`src/rtl/dm_sysbus_access.sv`:
```
// System Bus Access engine for the RISC-V Debug Module: decodes SBCS/SBADDRESS0/SBDATA0
// and runs single-beat req/gnt/rvalid bus transactions with error and timeout reporting.
module dm_sysbus_access #(
  parameter int ADDR_W  = 32,
  parameter int TIMEOUT = 255
) (
  input  logic              clk,
  input  logic              rst_n,
  input  logic              dmi_valid,
  input  logic              dmi_write,
  input  logic [6:0]        dmi_addr,
  input  logic [31:0]       dmi_wdata,
  output logic [31:0]       dmi_rdata,
  output logic              dmi_rvalid,
  output logic              bus_req,
  output logic              bus_we,
  output logic [ADDR_W-1:0] bus_addr,
  output logic [31:0]       bus_wdata,
  output logic [3:0]        bus_be,
  input  logic              bus_gnt,
  input  logic              bus_rvalid,
  input  logic [31:0]       bus_rdata,
  input  logic              bus_err
);

  localparam logic [6:0] A_SBCS   = 7'h38;
  localparam logic [6:0] A_SBADDR = 7'h39;
  localparam logic [6:0] A_SBDATA = 7'h3C;
  localparam int CW = $clog2(TIMEOUT + 1);
  localparam logic [CW-1:0] CNT_LAST = CW'(TIMEOUT - 1);

  typedef enum logic [1:0] {S_IDLE, S_REQ, S_RESP} state_t;
  state_t state_q, state_d;

  logic              busyerr_q, roa_q, autoinc_q, rod_q;
  logic [2:0]        access_q, sberr_q;
  logic [ADDR_W-1:0] addr_q;
  logic [31:0]       data_q;
  logic [CW-1:0]     cnt_q;
  logic [1:0]        size_q;

  logic              busy, hit_cs, hit_ad, hit_dt, trig, go_ok, bad_size, misaligned;
  logic              launch, done, tmo, start_we;
  logic [ADDR_W-1:0] start_addr;
  logic [31:0]       start_data, wdata_d, rd_shift, rd_ext, sbcs;
  logic [3:0]        be_d;

  assign busy    = (state_q != S_IDLE);
  assign bus_req = (state_q == S_REQ);
  assign hit_cs  = dmi_valid && (dmi_addr == A_SBCS);
  assign hit_ad  = dmi_valid && (dmi_addr == A_SBADDR);
  assign hit_dt  = dmi_valid && (dmi_addr == A_SBDATA);

  assign sbcs = {3'd1, 6'd0, busyerr_q, busy, roa_q, access_q, autoinc_q, rod_q,
                 sberr_q, 7'(ADDR_W), 5'b00111};

  // A transfer is judged against the address/data that the same access loads.
  assign start_we   = hit_dt && dmi_write;
  assign start_addr = (hit_ad && dmi_write) ? dmi_wdata[ADDR_W-1:0] : addr_q;
  assign start_data = start_we ? dmi_wdata : data_q;
  assign trig       = !busy && ((hit_ad && dmi_write && roa_q) || start_we ||
                                (hit_dt && !dmi_write && rod_q));
  assign go_ok      = trig && !busyerr_q && (sberr_q == 3'd0);
  assign bad_size   = (access_q > 3'd2);
  assign misaligned = ((access_q == 3'd1) && start_addr[0]) ||
                      ((access_q == 3'd2) && (start_addr[1:0] != 2'b00));
  assign launch     = go_ok && !bad_size && !misaligned;

  always_comb begin
    be_d    = 4'b1111;
    wdata_d = start_data;
    case (access_q[1:0])
      2'd0: begin be_d = 4'b0001 << start_addr[1:0]; wdata_d = {4{start_data[7:0]}}; end
      2'd1: begin be_d = 4'b0011 << start_addr[1:0]; wdata_d = {2{start_data[15:0]}}; end
      default: ;
    endcase
  end

  always_comb begin
    rd_shift = bus_rdata >> {bus_addr[1:0], 3'b000};
    rd_ext   = bus_rdata;
    case (size_q)
      2'd0:    rd_ext = {24'd0, rd_shift[7:0]};
      2'd1:    rd_ext = {16'd0, rd_shift[15:0]};
      default: rd_ext = bus_rdata;
    endcase
  end

  // Completion wins over timeout in the last allowed cycle.
  always_comb begin
    state_d = state_q;
    done    = 1'b0;
    tmo     = 1'b0;
    case (state_q)
      S_IDLE: if (launch) state_d = S_REQ;
      S_REQ: begin
        if (bus_gnt && bus_rvalid) begin done = 1'b1; state_d = S_IDLE; end
        else if (cnt_q == CNT_LAST) begin tmo = 1'b1; state_d = S_IDLE; end
        else if (bus_gnt) state_d = S_RESP;
      end
      S_RESP: begin
        if (bus_rvalid) begin done = 1'b1; state_d = S_IDLE; end
        else if (cnt_q == CNT_LAST) begin tmo = 1'b1; state_d = S_IDLE; end
      end
      default: state_d = S_IDLE;
    endcase
  end

  always_ff @(posedge clk or negedge rst_n) begin
    if (!rst_n) begin
      state_q <= S_IDLE;
      cnt_q   <= '0;
    end else begin
      state_q <= state_d;
      cnt_q   <= (state_q == S_IDLE || state_d == S_IDLE) ? '0 : cnt_q + CW'(1);
    end
  end

  always_ff @(posedge clk or negedge rst_n) begin
    if (!rst_n) begin
      busyerr_q <= 1'b0;
      roa_q     <= 1'b0;
      access_q  <= 3'd2;
      autoinc_q <= 1'b0;
      rod_q     <= 1'b0;
      sberr_q   <= 3'd0;
      addr_q    <= '0;
      data_q    <= '0;
      size_q    <= 2'd2;
      bus_we    <= 1'b0;
      bus_addr  <= '0;
      bus_wdata <= '0;
      bus_be    <= '0;
    end else begin
      if (hit_cs && dmi_write) begin
        roa_q     <= dmi_wdata[20];
        access_q  <= dmi_wdata[19:17];
        autoinc_q <= dmi_wdata[16];
        rod_q     <= dmi_wdata[15];
        if (dmi_wdata[22]) busyerr_q <= 1'b0;
        sberr_q   <= sberr_q & ~dmi_wdata[14:12];
      end
      if (busy && (hit_ad || hit_dt)) busyerr_q <= 1'b1;
      if (!busy && hit_ad && dmi_write) addr_q <= dmi_wdata[ADDR_W-1:0];
      if (start_we && !busy) data_q <= dmi_wdata;
      if (go_ok && bad_size)        sberr_q <= 3'd4;
      else if (go_ok && misaligned) sberr_q <= 3'd3;
      if (launch) begin
        bus_we    <= start_we;
        bus_addr  <= start_addr;
        bus_wdata <= wdata_d;
        bus_be    <= be_d;
        size_q    <= access_q[1:0];
      end
      // Later assignments win, so a fresh error overrides a same-cycle W1C.
      if (done) begin
        if (bus_err) sberr_q <= 3'd2;
        else begin
          if (!bus_we) data_q <= rd_ext;
          if (autoinc_q) addr_q <= addr_q + (ADDR_W'(1) << size_q);
        end
      end
      if (tmo) sberr_q <= 3'd1;
    end
  end

  always_ff @(posedge clk or negedge rst_n) begin
    if (!rst_n) begin
      dmi_rvalid <= 1'b0;
      dmi_rdata  <= '0;
    end else begin
      dmi_rvalid <= !dmi_write && (hit_cs || hit_ad || hit_dt);
      if (!dmi_write && (hit_cs || hit_ad || hit_dt)) begin
        if (hit_cs)      dmi_rdata <= sbcs;
        else if (hit_ad) dmi_rdata <= 32'(addr_q);
        else             dmi_rdata <= data_q;
      end
    end
  end

endmodule

```
`config.mk`:
```
export PLATFORM = sky130hd
export DESIGN_NAME = dm_sysbus_access
export DESIGN_NICKNAME = d
export VERILOG_FILES = /design/src/rtl/dm_sysbus_access.sv
export SDC_FILE = /design/constraint.sdc
export NUM_CORES = 1
export LEC_CHECK = 0
export CAP_MARGIN = 20
export CORE_UTILIZATION = 30
export CTS_CLUSTER_SIZE = 28
export DETAILED_ROUTE_END_ITERATION = 12
export DONT_BUFFER_PORTS = 1
export HOLD_SLACK_MARGIN = 0.05
export SLEW_MARGIN = 40
export SYNTH_ARGS = -nofsm -noshare
export SYNTH_HDL_FRONTEND = slang
export SYNTH_SLANG_ARGS = --single-unit
```
`constraint.sdc`:
```
create_clock -name clk -period 4.8 [get_ports clk]
set_input_delay 0.48 -clock clk [delete_from_list [all_inputs] [get_ports clk]]
set_output_delay 0.48 -clock clk [all_outputs]
set_load 0.02 [all_outputs]
```
## Word level (Yosys, flattened, before mapping)

Cells that the tools add are included.

- Shift-type cells: 4
- Add/subtract/negate cells: 2
- Bitwise gates (word level): 2
- Mux-type cells: 39
- Multiply operators: 0
- Divide/modulo/power cells: 0
- Reductions and logical operators: 46
- $lt $le $gt $ge: 1
- Equal/unequal tests: 10

Operator list:

| operator | count |
|---|---|
| 32-bit two-way mux | 12 |
| 32-bit one-hot mux with 2 select lines | 2 |
| 32-bit adder | 1 |
| 1-bit by 2-bit left shift with 32-bit output, first input constant | 1 |
| 32-bit by 5-bit >> shifter with 16-bit output | 1 |
| 1-bit logical AND | 24 |
| 7-bit by 6-bit == test with 1-bit output, second input constant | 3 |
| 3-bit two-way mux | 6 |
| 2-bit two-way mux | 6 |
| 8-bit by 1-bit adder with 8-bit output, second input constant | 1 |
| 8-bit == test, second input constant | 1 |
| 2-bit logical NOT | 4 |
| 1-bit two-way mux | 8 |
| 8-bit two-way mux | 1 |
| 4-bit one-hot mux with 2 select lines | 1 |
| 2-bit nonzero test | 4 |
| 1-bit logical OR | 7 |
| 2-bit by 1-bit == test with 1-bit output, second input constant | 3 |
| 2-bit one-hot mux with 3 select lines | 1 |
| 1-bit logical NOT | 5 |
| 1-bit one-hot mux with 2 select lines | 2 |
| 1-bit by 2-bit left shift with 4-bit output, first input constant | 1 |
| 2-bit by 2-bit left shift with 4-bit output, first input constant | 1 |
| 3-bit bitwise AND | 1 |
| other kinds (7) | 7 |

- Bits in writable memories: 0
- Bits in registers: 188
- Memories kept: 0
- Logic and storage cells: 121
- Output and inout bits: 103
- Latch bits: 0
- Memory bits (read-only): 0
- Input port bits: 78

## Depth between registers and ports, before layout

Gate-level depths: netlist of run 1.

- Depth after elaboration: 16
- Mapped depth: 13
- Gate-level depth less buffers: 10

## Worst setup path after synthesis of run 1

No wires, ideal clock.

- Path kind: register -> register
- Start point: register size_q[1]
- End point: register addr_q[13]
- Path buffers: 3
- Stages on the path, launching flop included: 12
- Clock period less this slack: 2.800 ns
- Slack: 2.000 ns
- Arrival: 2.668 ns
- Required time: 4.668 ns
- Setup time: 0.132 ns
- Path through: dfstp_2 -> clkbuf_1 -> clkbuf_1 -> nor2_1 -> ha_1 -> a21o_1 -> a21o_1 -> a21oi_1 -> and4b_1 -> clkbuf_1 -> a311oi_1 -> a211oi_1

- Cells in the longest elaborated chain, start to end: 5

RTL lines:

| element | RTL line | text |
|---|---|---|
| start: declaration | 40 | `logic [1:0] size_q;` |
| start signal: assignment | 153 | `size_q <= access_q[1:0];` |
| 1-bit by 2-bit left shift with 32-bit output | 160 | `if (autoinc_q) addr_q <= addr_q + (ADDR_W'(1) << size_q);` |
| 32-bit adder | 160 |  |
| 32-bit two-way mux | 160 |  |
| 32-bit two-way mux | 157 | `if (bus_err) sberr_q <= 3'd2;` |
| 32-bit two-way mux | 156 | `if (done) begin` |
| end signal: assignment | 144 | `if (!busy && hit_ad && dmi_write) addr_q <= dmi_wdata[ADDR_W-1:0];` |
| end signal: assignment | 160 |  |
| end: declaration | 37 | `logic [ADDR_W-1:0] addr_q;` |

No other way between the ends.
A chain may end at the register's enable or synchronous reset.

## Final worst setup path of run 1

- Start point: register size_q[1]
- End point: register addr_q[16]

Same word-level chain as after synthesis.

==> flow_summary.toml, run 1 <==
[yosys]
synth_most_common_cell = "dfrtp_1"
synth_nets = 1229
ys_top_cells_by_area = "dfrtp_1 45%, mux2i_1 12%, nand2_1 6.2%, o21ai_0 4.6%, nor2_1 3.2%"
syn_avg_cell_area_um2 = 9.114
synth_flop_cell = "dfrtp_1"
yosysTopAreaCellShare_pct = 44.80
synth.ff_latch_count = 188
synth.distinct_cells = 67
syn_area_mm2 = 0.01039
yosysSeqAreaShare_pct = 45.30
synthTopCellsByCount = "186 x dfrtp_1, 171 x nand2_1, 123 x mux2i_1, 96 x o21ai_0, 89 x nor2_1"
synthCells = 1140
yosysTopAreaCell = "dfrtp_1"
ys_warn_count = 0
synth_edf_count = 0
async_flop_share_pct = 100.0

[global_routing]
grtUsageTotal_pct = 21.17
overflow = 0
grt_pass1_wl_mm = 55.71
antenna_found_initial = 1
grt_pass1_vias = 8302
grt_max_degree = 189

[route]
vias = 8858
wire_per_inst_um = 24.35
drt_iter0_drc = 1133
dr.pass1.iters = 6
drtAntennaViolNets = 0
drc = 0
vias_per_cell = 5.726
wl_mm = 37.67

[cts]
clockRootBuffer = "clkbuf_16"
cts_buffers = 17
cts_tree = "done"
cts_setup_buffers = 0
htree_levels = 4
clk_pin_slew_ns = 0.08
cts-resized-gates = 0
cts_buffer_depth = 2
clkLatencyLatePin_ns = 0.45
cts.sinks = 188

[floorplanning]
num_rows = 67
io_pins = 181
start_util_pct = 30.75
die_area_mm2 = 0.03538
core_area_mm2 = 0.03378
die_h_um = 188.1
die_w_um = 188.1

[layout]
nets = 1177
drive_gt1_share_pct = 6.642
fin_area_mm2 = 0.01133
syn_to_final_growth_pct = 9.056
antenna_cells = 0

[setup_path]
required_ns = 5.14
cp_num_buf_inv = 1
critical_path.top_delay_family = "simple AND/OR/NAND/NOR gates"
crit_path_cell_trace = "nor2b_1, inv_1, fa_1, nor2b_1, o21a_1, o211ai_1, nor3_1, a211oi_1, a311oi_1"
crit_fanout = 38
path_class = "flop to flop"
worstSetupEndpointType = "flop"
worst_path_most_repeated_cell = "nor2b_1"
slowest_stage = "nor2b_1"
critPathMaxStageDelay_ns = 0.72
cp.arrival_ns = 3.85
worst_setup_path_start_kind = "flop"

[min_path]
hp-class = "primary input to async pin"

[flow_run]
cap_violations = 0

[place]
dpl_cell_area_mm2 = 0.01077
gp_congestion = 0.9215
post-place-ws_ns = 1.363
portBuffers = 0
dp_hpwl_mm = 27.68

[sta]
finalHoldViolCount = 186
slew-limit-headroom_pct = 42.77
skew_ns = 0.01571
tightest_slew_ns = 0.8585
period_share_pct = 73.14
drv_slew = 0
whs_ns = -0.2540
layout_setup_ws_ns = 1.289
period_needed_ns = 3.511
clock.fmax_mhz = 284.8
setup_violations = 0
rsz0062_at_grt = "false"
setup_tns_ns = 0

[power]
vdd_drop_max_v = 0.0002530
powerDensity_mw_per_mm2 = 346.1
power.total_mw = 3.921
cellLeakagePower_nw = 4.930

[run_status]
outcome = "finished, violations left"
violations = "hold timing"
where the power goes:
part / internal (mW) / leakage (nW) / switching, mW
logic: 0.222 / 2.07 / 0.343
clock network: 0.754 / 0.271 / 0.643
registers: 1.71 / 2.59 / 0.245
total: 2.69 / 4.93 / 1.23
per-layer routing:
metal / vias up / GRT usage [%] / share of wire, %
met2: 475 / 30.46 / 43
li1: 3990 / - / -
met1: 4339 / 28.81 / 42
met5: - / 0 / 0.035
met4: 2 / 6.567 / 2.2
met3: 52 / 8.478 / 13
area by class of cell:
| type | count | area, µm² |
|---|---|---|
| multi-input combinational | 852 | 5306 |
| sequential | 188 | 4707 |
| fill | 3439 | 22450 |
| clock buffer | 21 | 470.5 |
| clock inverter | 9 | 90.09 |
| tap | 448 | 560.5 |
| timing repair buffer | 16 | 147.6 |
| inverter | 13 | 48.80 |
cell usage in the layout, fill, tap and decap left out, types with 4 or more instances in the layout:
cell type	count
dfrtp_1	186
nand2_1	171
mux2i_1	123
o21ai_0	96
nor2_1	86
nand3_1	64
a21oi_1	59
a211oi_1	37
and3_1	19
clkbuf_16	17
o22ai_1	16
nor3_1	15
a21o_1	14
buf_4	14
inv_1	12
a311oi_1	10
o211ai_1	10
ha_1	10
nand2b_1	9
nor2b_1	8
a221oi_1	8
o21ai_1	7
mux2_2	7
xor2_1	6
mux2_4	6
a31oi_1	5
and2_1	5
or4_1	5
nand4_1	4
mux2_1	4
path summary, 6_finish.rpt:
| kind | startpoint | end | slack [ns] | cells after the start |
|---|---|---|---|---|
| max in group asynchronous | rst_n | size_q[1] | 4.64 | 0 |
| max | size_q[1] | addr_q[16] | 1.29 | 9 |
| max reg2reg | size_q[1] | addr_q[16] | 1.29 | 9 |
| min | rst_n | bus_wdata[0] | -0.25 | 0 |
| min in group clk | dmi_wdata[19] | addr_q[19] | 0.17 | 2 |
| min reg2reg | cnt_q[0] | cnt_q[0] | 0.54 | 1 |
logic make-up after synthesis:
logic type                 after synthesis  synth area share, %
AOI/OAI and AO/OA                      279                16.40
xor gates and xnor gates                 8               0.6744
adders and majority gates               11                1.397
buffers and inverters                  100                4.010
DFF                                    188                45.30
muxes                                  140                13.91
and+or+nand+nor                        414                18.30
sequential cells by signal, indices dropped and copies added, names as in the netlist, 3 cells and up:
name       cells
sberr_q        3
addr_q        32
dmi_rdata     32
data_q        32
cnt_q          8
access_q       3
bus_addr      32
bus_wdata     32
bus_be         4
through the flow:
stage          utilization (%)  cells
2_1_floorplan                -   1140
3_3_place_gp             31.73   1515
3_5_place_dp             31.88   1517
4_1_cts                  33.54   1547
5_1_grt                  33.54   1547
6_report                 33.54   1547
worst register-to-register path, cell delays in order, from the launching register on:
cell	delay [ns]
dfstp_2	0.58
nor2b_1	0.73
inv_1	0.15
fa_1	0.46
nor2b_1	0.13
o21a_1	0.15
o211ai_1	0.18
nor3_1	0.60
a211oi_1	0.16
a311oi_1	0.28
Power figures use the tool's default switching activity.
==> run 2: changes to the inputs <==
==> constraint.sdc (replaced) <==
create_clock -name clk -period 3.1 [get_ports clk]
set_input_delay 0.31 -clock clk [delete_from_list [all_inputs] [get_ports clk]]
set_output_delay 0.31 -clock clk [all_outputs]
set_load 0.02 [all_outputs]
==> run 2 against run 1 <==
Compared with the run above: the run still ends with hold timing left; first-iteration DRC count is 3.5% higher; fmax is 27% higher; hold slack worse by 0.18 ns; clock skew is 0.0054 ns lower; clock-buffer cell count is 3 lower; final cell count is 2.8% higher; critical path depth stayed put; non-clock buffer count is 41 higher; clock power is 68% higher; final area is 3.5% higher; sequential power is 54% higher; routed wire length is 2.9% higher; critical endpoint is now bus_addr[12].
==> flow_summary.toml, run 2 (synthesis results as in run 1) <==
[run_status]
outcome = "finished, violations left"
violations = "hold timing"

[floorplanning]
start_util_pct = 30.75
die_h_um = 188.1
io_pins = 181
core_area_mm2 = 0.03378
die_w_um = 188.1
die_area_mm2 = 0.03538
num_rows = 67

[cts]
clockRootBuffer = "clkbuf_16"
cts_buffers = 17
cts_tree = "done"
cts.sinks = 188
ctsHoldBuffers = 25
cts_setup_buffers = 0
clkLatencyLatePin_ns = 0.45
cts_buffer_depth = 2
clk_pin_slew_ns = 0.08
htree_levels = 4
cts-resized-gates = 0

[layout]
fin_cells = 1590
multi_input_area_mm2 = 0.005296
antenna_cells = 0
drive_gt1_share_pct = 8.056
final_common_cell = "dfrtp_1"
nets = 1218
seqCellArea_mm2 = 0.004710
final_cell_mix = "184 x dfrtp_1, 171 x nand2_1, 123 x mux2i_1"
fin_area_mm2 = 0.01173
syn_to_final_growth_pct = 12.91
n_fill_cell = 3428

[setup_path]
endpoint = "bus_addr[12]"
path_class = "flop to flop"
startpoint = "state_q[1]"
r2r_slack_ns = 0.34
cp.arrival_ns = 3.06
reg2reg_depth = 9
crit_fanout = 66
slowest_stage = "or4_4"
worstSetupEndpointType = "flop"
worstReg2RegEnd = "bus_addr[12]"
reg2reg_from = "state_q[1]"
required_ns = 3.40
worst_setup_path_start_kind = "flop"
crit_path_cell_trace = "inv_1, ha_1, or4b_1, or4_4, nor3_1, o21ai_4, buf_4, nand2_1, o21ai_0"
critPathMaxStageDelay_ns = 0.44

[global_routing]
grt_pass1_wl_mm = 57.93
grt_max_degree = 189
grt_pass1_vias = 8562
overflow = 0
antenna_found_initial = 0
grtUsageTotal_pct = 22.00

[min_path]
hp-class = "primary input to async pin"

[route]
drtAntennaViolNets = 0
vias_per_cell = 5.688
wire_per_inst_um = 24.38
dr.pass1.iters = 5
drt_iter0_drc = 1173
wl_mm = 38.76
vias = 9044
drc = 0

[flow_run]
cap_violations = 0

[sta]
setup_violations = 0
period_share_pct = 88.91
finalHoldViolCount = 187
period_needed_ns = 2.756
clock.fmax_mhz = 362.8
rsz0062_at_grt = "false"
drv_slew = 0
setup_tns_ns = 0
slew-limit-headroom_pct = 47.00
tightest_slew_ns = 0.7951
whs_ns = -0.4375
skew_ns = 0.01034

[power]
cellLeakagePower_nw = 5.140
powerDensity_mw_per_mm2 = 537.9
power.total_mw = 6.310
vdd_drop_max_v = 0.0003795

[place]
portBuffers = 0
dp_hpwl_mm = 28.08
gp_congestion = 0.9198
dpl_cell_area_mm2 = 0.01087
dpl.cell_count = 1533
run 2: cell count changes in the layout (fill, tap and decap cells not counted), sizes merged:
cell         previous run  this run
inv                    13        17
bufinv                  1         3
dlygate4sd3             0        25
clkinvlp                2         1
buf                    16        32
clkbuf                 21        18
run 2: cell type report:
type                    instances  area share [%]
repair buffers                 57           4.288
clock inverters                14           1.568
inverters                      13          0.4160
flip-flops and latches        188           40.14
multi-input cells             852           45.15
well taps                     448           4.778
clock buffers                  18           3.658
run 2: metrics by stage:
step | utilization (%) | hold slack, ns | setup slack (ns)
finish | 34.72 | -0.4375 | 0.3439
CTS | 34.72 | -0.4497 | 0.3544
global route | 34.72 | -0.4510 | 0.1285
floorplan | - | 0.01441 | 0.3000
detailed placement | 32.17 | 0.03019 | 0.3546
global placement | 32.16 | 0.03061 | 0.4411
run 2: per-layer routing:
layer,routed length [µm],track usage (%),part of all wire [%],vias to the layer above
li1,-,-,-,4061
met1,16640,30.34,43,4438
met2,16860,32.33,43,495
met3,4610,8.273,12,50
met4,646,5.097,1.7,0
met5,0,0,0,-
run 2: where the power goes:
group          internal (mW)  switching [mW]
combinational          0.371           0.573
sequential              2.65           0.365
clock                   1.29            1.06
total                   4.31            2.00
run 2: worst min path at each step:
stage | to | slack (ns) | depth (start not counted)
floorplan | access_q[0] | 0.01 | 0
global placement | dmi_rvalid | 0.03 | 0
detailed placement | cnt_q[6] | 0.03 | 0
CTS | cnt_q[6] | -0.45 | 0
global route | cnt_q[6] | -0.45 | 0
finish | cnt_q[6] | -0.44 | 0
run 2: critical path, delay by kind of cell (launching register included):
| kind | cells | cell delay [ns] |
|---|---|---|
| simple gates | 4 | 1.32 |
| flops | 1 | 0.43 |
| buf+inv | 2 | 0.43 |
| compound gates | 2 | 0.21 |
| fa+ha+maj | 1 | 0.18 |
